### config.mk
export PLATFORM = sky130hd
export DESIGN_NAME = port_sequence_matcher
export DESIGN_NICKNAME = d
export VERILOG_FILES = /design/src/rtl/port_sequence_matcher.sv
export SDC_FILE = /design/constraint.sdc
export NUM_CORES = 1
export LEC_CHECK = 0
export CORE_ASPECT_RATIO = 0.9
export CORE_UTILIZATION = 45
export CTS_CLUSTER_DIAMETER = 120
export DETAILED_ROUTE_END_ITERATION = 8
export PLACE_DENSITY_LB_ADDON = 0.25
export SLEW_MARGIN = 20
export SYNTH_ARGS = -nofsm -noshare
export SYNTH_HDL_FRONTEND = slang
export SYNTH_SLANG_ARGS = --single-unit
### constraint.sdc
create_clock -name clk -period 3.83 [get_ports clk]
set_clock_uncertainty 0.15 [all_clocks]
set_input_delay 0.5745 -clock clk [delete_from_list [all_inputs] [get_ports clk]]
set_output_delay 0.5745 -clock clk [all_outputs]
set_load 0.02 [all_outputs]
### src/rtl/port_sequence_matcher.sv
// Port sequence matcher: debounces a button/port value and checks the press/release
// sequence against a programmable table of up to DEPTH patterns, with an inter-step
// timeout and a lockout that waits for the port to be released after a rejection.
module port_sequence_matcher #(
    parameter int WIDTH       = 4,
    parameter int DEPTH       = 4,
    parameter int HOLD_CYCLES = 3,
    parameter int TIMEOUT     = 50
) (
    input  logic                     clk,
    input  logic                     reset,
    input  logic [WIDTH-1:0]         port_input,
    input  logic                     prog_we,
    input  logic [$clog2(DEPTH)-1:0] prog_addr,
    input  logic [WIDTH-1:0]         prog_data,
    input  logic                     len_we,
    input  logic [$clog2(DEPTH):0]   len_data,
    output logic                     match,
    output logic                     fail,
    output logic                     busy,
    output logic [$clog2(DEPTH)-1:0] step
);

    localparam int AW = $clog2(DEPTH);
    localparam int LW = AW + 1;
    localparam int CW = $clog2(HOLD_CYCLES + 1);
    localparam int TW = $clog2(TIMEOUT + 1);

    typedef enum logic [1:0] {
        IDLE         = 2'd0,
        WAIT_RELEASE = 2'd1,
        WAIT_PRESS   = 2'd2,
        LOCKOUT      = 2'd3
    } state_t;

    state_t            state_r;
    logic [WIDTH-1:0]  sample_r;
    logic [CW-1:0]     cnt_r;
    logic [WIDTH-1:0]  deb_r;
    logic [TW-1:0]     timer_r;
    logic [LW-1:0]     seq_len_r;
    logic [WIDTH-1:0]  pattern_r [DEPTH];
    logic [AW-1:0]     step_r;
    logic              match_r;
    logic              fail_r;
    logic              busy_r;

    logic [CW-1:0]     cnt_next_s;
    logic              deb_load_s;
    logic              event_s;
    logic              write_s;
    logic              step_last_s;
    logic              timeout_s;
    logic [LW-1:0]     len_clip_s;

    // Debounce run-length counter (saturating) and the event a debounced change raises.
    always_comb begin
        cnt_next_s = cnt_r;
        if (port_input != sample_r) begin
            cnt_next_s = CW'(1);
        end else if (cnt_r != CW'(HOLD_CYCLES)) begin
            cnt_next_s = cnt_r + CW'(1);
        end else begin
            cnt_next_s = cnt_r;
        end
        deb_load_s = (cnt_next_s == CW'(HOLD_CYCLES));
        event_s    = deb_load_s && (port_input != deb_r);
    end

    // Helper decodes: table writes, last step of the sequence, timer expiry, length clamp.
    always_comb begin
        write_s     = prog_we || len_we;
        step_last_s = (({1'b0, step_r} + LW'(1)) == seq_len_r);
        timeout_s   = (timer_r == TW'(TIMEOUT - 1));
        if (len_data > LW'(DEPTH)) begin
            len_clip_s = LW'(DEPTH);
        end else begin
            len_clip_s = len_data;
        end
    end

    // Debouncer, pattern table, inter-step timer and sequence FSM with registered outputs.
    always_ff @(posedge clk) begin
        if (reset) begin
            state_r   <= IDLE;
            sample_r  <= '0;
            cnt_r     <= '0;
            deb_r     <= '0;
            timer_r   <= '0;
            seq_len_r <= '0;
            step_r    <= '0;
            match_r   <= 1'b0;
            fail_r    <= 1'b0;
            busy_r    <= 1'b0;
            for (int i = 0; i < DEPTH; i++) begin
                pattern_r[i] <= '0;
            end
        end else begin
            sample_r <= port_input;
            cnt_r    <= cnt_next_s;
            if (deb_load_s) begin
                deb_r <= port_input;
            end
            match_r <= 1'b0;
            fail_r  <= 1'b0;
            if (prog_we) begin
                pattern_r[prog_addr] <= prog_data;
            end
            if (len_we) begin
                seq_len_r <= len_clip_s;
            end
            // A table write always aborts the sequence silently and swallows any event.
            if (write_s) begin
                state_r <= IDLE;
                step_r  <= '0;
                busy_r  <= 1'b0;
                timer_r <= '0;
            end else begin
                case (state_r)
                    IDLE: begin
                        if (event_s && (seq_len_r != '0) && (port_input != '0)) begin
                            busy_r <= 1'b1;
                            if (port_input == pattern_r[0]) begin
                                state_r <= WAIT_RELEASE;
                                step_r  <= '0;
                                timer_r <= '0;
                            end else begin
                                fail_r  <= 1'b1;
                                state_r <= LOCKOUT;
                            end
                        end
                    end
                    WAIT_RELEASE: begin
                        if (event_s) begin
                            if (port_input == '0) begin
                                if (step_last_s) begin
                                    match_r <= 1'b1;
                                    state_r <= IDLE;
                                    step_r  <= '0;
                                    busy_r  <= 1'b0;
                                end else begin
                                    step_r  <= step_r + AW'(1);
                                    state_r <= WAIT_PRESS;
                                    timer_r <= '0;
                                end
                            end else begin
                                fail_r  <= 1'b1;
                                state_r <= LOCKOUT;
                            end
                        end else if (timeout_s) begin
                            fail_r  <= 1'b1;
                            state_r <= LOCKOUT;
                        end else begin
                            timer_r <= timer_r + TW'(1);
                        end
                    end
                    WAIT_PRESS: begin
                        if (event_s) begin
                            // Zero denotes release, so a zero pattern slot can never be pressed.
                            if ((port_input == pattern_r[step_r]) && (port_input != '0)) begin
                                state_r <= WAIT_RELEASE;
                                timer_r <= '0;
                            end else begin
                                fail_r  <= 1'b1;
                                state_r <= LOCKOUT;
                            end
                        end else if (timeout_s) begin
                            fail_r  <= 1'b1;
                            state_r <= LOCKOUT;
                        end else begin
                            timer_r <= timer_r + TW'(1);
                        end
                    end
                    LOCKOUT: begin
                        if (deb_r == '0) begin
                            state_r <= IDLE;
                            step_r  <= '0;
                            busy_r  <= 1'b0;
                        end
                    end
                    default: begin
                        state_r <= IDLE;
                        step_r  <= '0;
                        busy_r  <= 1'b0;
                    end
                endcase
            end
        end
    end

    assign match = match_r;
    assign fail  = fail_r;
    assign busy  = busy_r;
    assign step  = step_r;

endmodule

==> metrics.csv <==
stage,metric,value,unit
detailed_routing,routed vias/inst,5.46,
clock_network,CTS tree,built,
floorplan,I/O pin total,22,
detailed_routing,routed len/inst,14.1,µm
detailed_routing,Initial DRT Pass Iterations,4,
clock_network,H-tree levels,2,
yosys,count of unique library cells instantiated by Yosys,56,
clock_network,"Hold-fix buffers, CTS",0,
power,Leak,0.968,nW
placed_design,# port buffers,21,
global_route,vias in the first global route,1814,
global_route,first-pass GRT wire length,8330,µm
clock_network,post-cts repair resize count,0,
yosys,ys flop type,dfxtp_1,
status,status,"complete, no violations",
detailed_routing,Vias,1824,
sta,Setup TNS,0,ps
clock_network,CTS Buf Count,5,
job,max cap viols,0,
power,Worst VDD drop,0.000217,V
global_route,antenna violations before repair,0,
layout,fraction of layout cells with a size suffix above 1,0.101,
yosys,largest family of logic cells by synthesized area,simple AND/OR/NAND/NOR gates,
clock_network,Post-CTS Setup Inserts,0,
detailed_routing,DR DRC count,0,
setup_path,CP max stage cell,clkdlybuf4s50_1,
setup_path,CP startpoint kind,primary input,
sta,FMAX,0.345,GHz
setup_path,Crit Path Max Fanout,9,
power,Power Internal,739,µW
setup_path,CP top delay family,simple AND/OR/NAND/NOR gates,
yosys,Adder-Cell Fraction of Synth Area,0.0410,
global_route,grt ovf,0,
yosys,post-synthesis cell count,245,
yosys,post-synth top area share,0.230,
power,switching power,210,µW
sta,setup-violating endpoint count in the final report,0,
sta,Final WS setup,929,ps
floorplan,initial core utilization,0.467,
power,register share of total power,0.537,
setup_path,Critical Setup Path Class,in2reg,
detailed_routing,WL final,4700,µm
power,Pwr Total,950,µW
yosys,Synth area leader,dfxtp_1,
floorplan,Die Area,5720,µm²
sta,endpoints failing hold,0,
yosys,XOR/XNOR Fraction of Synth Area,0.0754,
yosys,post-synthesis mux area share,0.0390,
yosys,Compound-Gate Fraction of Synth Area,0.138,
yosys,"flops & latches, synth",44,
global_route,Total GRT Usage,0.188,
yosys,Syn Nets,270,
floorplan,core area,5220,µm²
layout,final core utilization,0.538,
sta,worst slew pin tran,504,ps
floorplan,FP Rows,25,
sta,Final period util,0.757,
power,clock share of power,0.369,
yosys,number of synthesized flops with an enable pin,16,
floorplan,Die Y,71.8,µm
setup_path,worst path buffer plus inverter count,1,
sta,RSZ-0062 raised after global routing,false,
yosys,Post-Syn Area,2440,µm²
layout,filler instances,486,
setup_path,"Critical Path, Cell by Cell","clkdlybuf4s50_1, xor2_1, nor4_4, nand4_4, o22ai_2, o31ai_2, and2_4, a22o_1",
placed_design,Setup WS pre-CTS,599,ps
layout,cell area after layout,2810,µm²
power,PwrDens,338,nW/µm²
detailed_routing,DRT antenna net count,0,
hold_path,HP Class,reg2reg,
clock_network,CTS max path bufs,2,
setup_path,Crit path required time,3880,ps
yosys,"FFs w/ async S/R, synth",0,
yosys,top post-synthesis cells by area,"dfxtp_1, edfxtp_1, xnor2_1",
yosys,synth cell count leaders,"dfxtp_1, and2_1, edfxtp_1",
setup_path,critical path arrival,2950,ps
placed_design,final weighted congestion in routability-driven placement,0.889,
layout,Layout Nets,291,
layout,diode count,0,
sta,post-layout minimum cycle time,2900,ps
sta,Slew headroom,0.664,
placed_design,hpwl dp,3580,µm
clock_network,CTS sink cnt,44,
yosys,Post-Synth Simple-Gate Area,0.248,
layout,Area growth syn-to-layout,15.3,%
power,combinational share of power,0.094,
clock_network,worst-skew pair later-pin latency,300,ps
global_route,largest net degree at the start of global routing,22,
floorplan,Die Width,79.6,µm
yosys,syn avg cell area,9.95,µm²
setup_path,crit end category,register,
sta,Final Slew Violations,0,
yosys,"count leader, synth",dfxtp_1,
yosys,register area share after synthesis,0.427,
clock_network,Root Driver,clkbuf_8,
power,Sw Share,0.221,
clock_network,clock slew at reported path FFs,80,ps
yosys,Yosys warnings,0,
setup_path,CP max stage delay,620,ps
detailed_routing,Starting DRT DRC Count,129,
placed_design,Post-DP Area,2700,µm²
==> metrics by stage <==
| step | cells | hold slack [ps] |
|---|---|---|
| 2_1_floorplan | 245 | 281 |
| 3_3_place_gp | 326 | 305 |
| 3_5_place_dp | 326 | 297 |
| 4_1_cts | 334 | 312 |
| 5_1_grt | 334 | 341 |
| 6_report | 334 | 314 |
==> area by class of cell <==
cell class                 count  area [µm²]  share of cell area
sequential                    44        1040               0.370
clock buffer                   6        72.6              0.0258
inverter                       7        26.3             0.00935
multi-input combinational    184        1320               0.470
clock inverter                 2        35.0              0.0125
timing repair buffer          24         233              0.0828
tap                           67        83.8              0.0298
==> state kept, by name, summed over array words and instances, names as in the netlist, named ones only <==
signal     count
deb_r          4
match          1
state_r        2
step           2
pattern_r     16
busy           1
timer_r        6
fail           1
seq_len_r      3
cnt_r          2
sample_r       4
==> logic make-up (layout without fill, tap and decap cells) <==
logic type / Yosys count / in the layout
AND/OR/NAND/NOR: 101 / 101
XOR/XNOR: 21 / 21
AO/OA/AOI/OAI: 47 / 47
buffers and inverters: 17 / 39
adder cells (fa/ha/maj): 8 / 8
multiplexers: 7 / 7
flip-flops: 44 / 44
==> metal layers <==
layer  GRT usage  routed length (µm)  up-vias
li1            -                   -      928
met1       0.247                2280      849
met2       0.311                2200       40
met3      0.0306                 147        7
met4      0.0687                  68        0
met5           0                   0        -
==> cell usage in the layout (no fill, tap or decap), drive strengths merged, types with 5 or more instances in the layout <==
master,count
inv,7
dfxtp,28
o21ai,10
edfxtp,16
nand4,5
clkbuf,6
nor3,8
nand2,12
ha,8
clkdlybuf4s50,21
and2,20
xnor2,13
a21oi,10
xor2,8
mux2i,5
nor2,12
nor2b,6
nand3,14
==> final timing paths <==
check           startpoint         end  slack, ps  cells past startpoint
min               cnt_r[0]    cnt_r[0]        310                      1
max reg2reg        step[0]  timer_r[2]       1490                      8
min reg2reg       cnt_r[0]    cnt_r[0]        310                      1
max          port_input[1]  timer_r[2]        930                      8
==> power by group through the flow <==
stage	Combinational [mW]	Sequential (mW)	Clock [mW]
floorplan	0.0599	0.518	0
global placement	0.0886	0.521	0
detailed placement	0.0899	0.521	0
CTS	0.0902	0.510	0.354
global route	0.0995	0.512	0.375
finish	0.0895	0.510	0.350
Note: power is estimated with default switching activity, not from simulation.
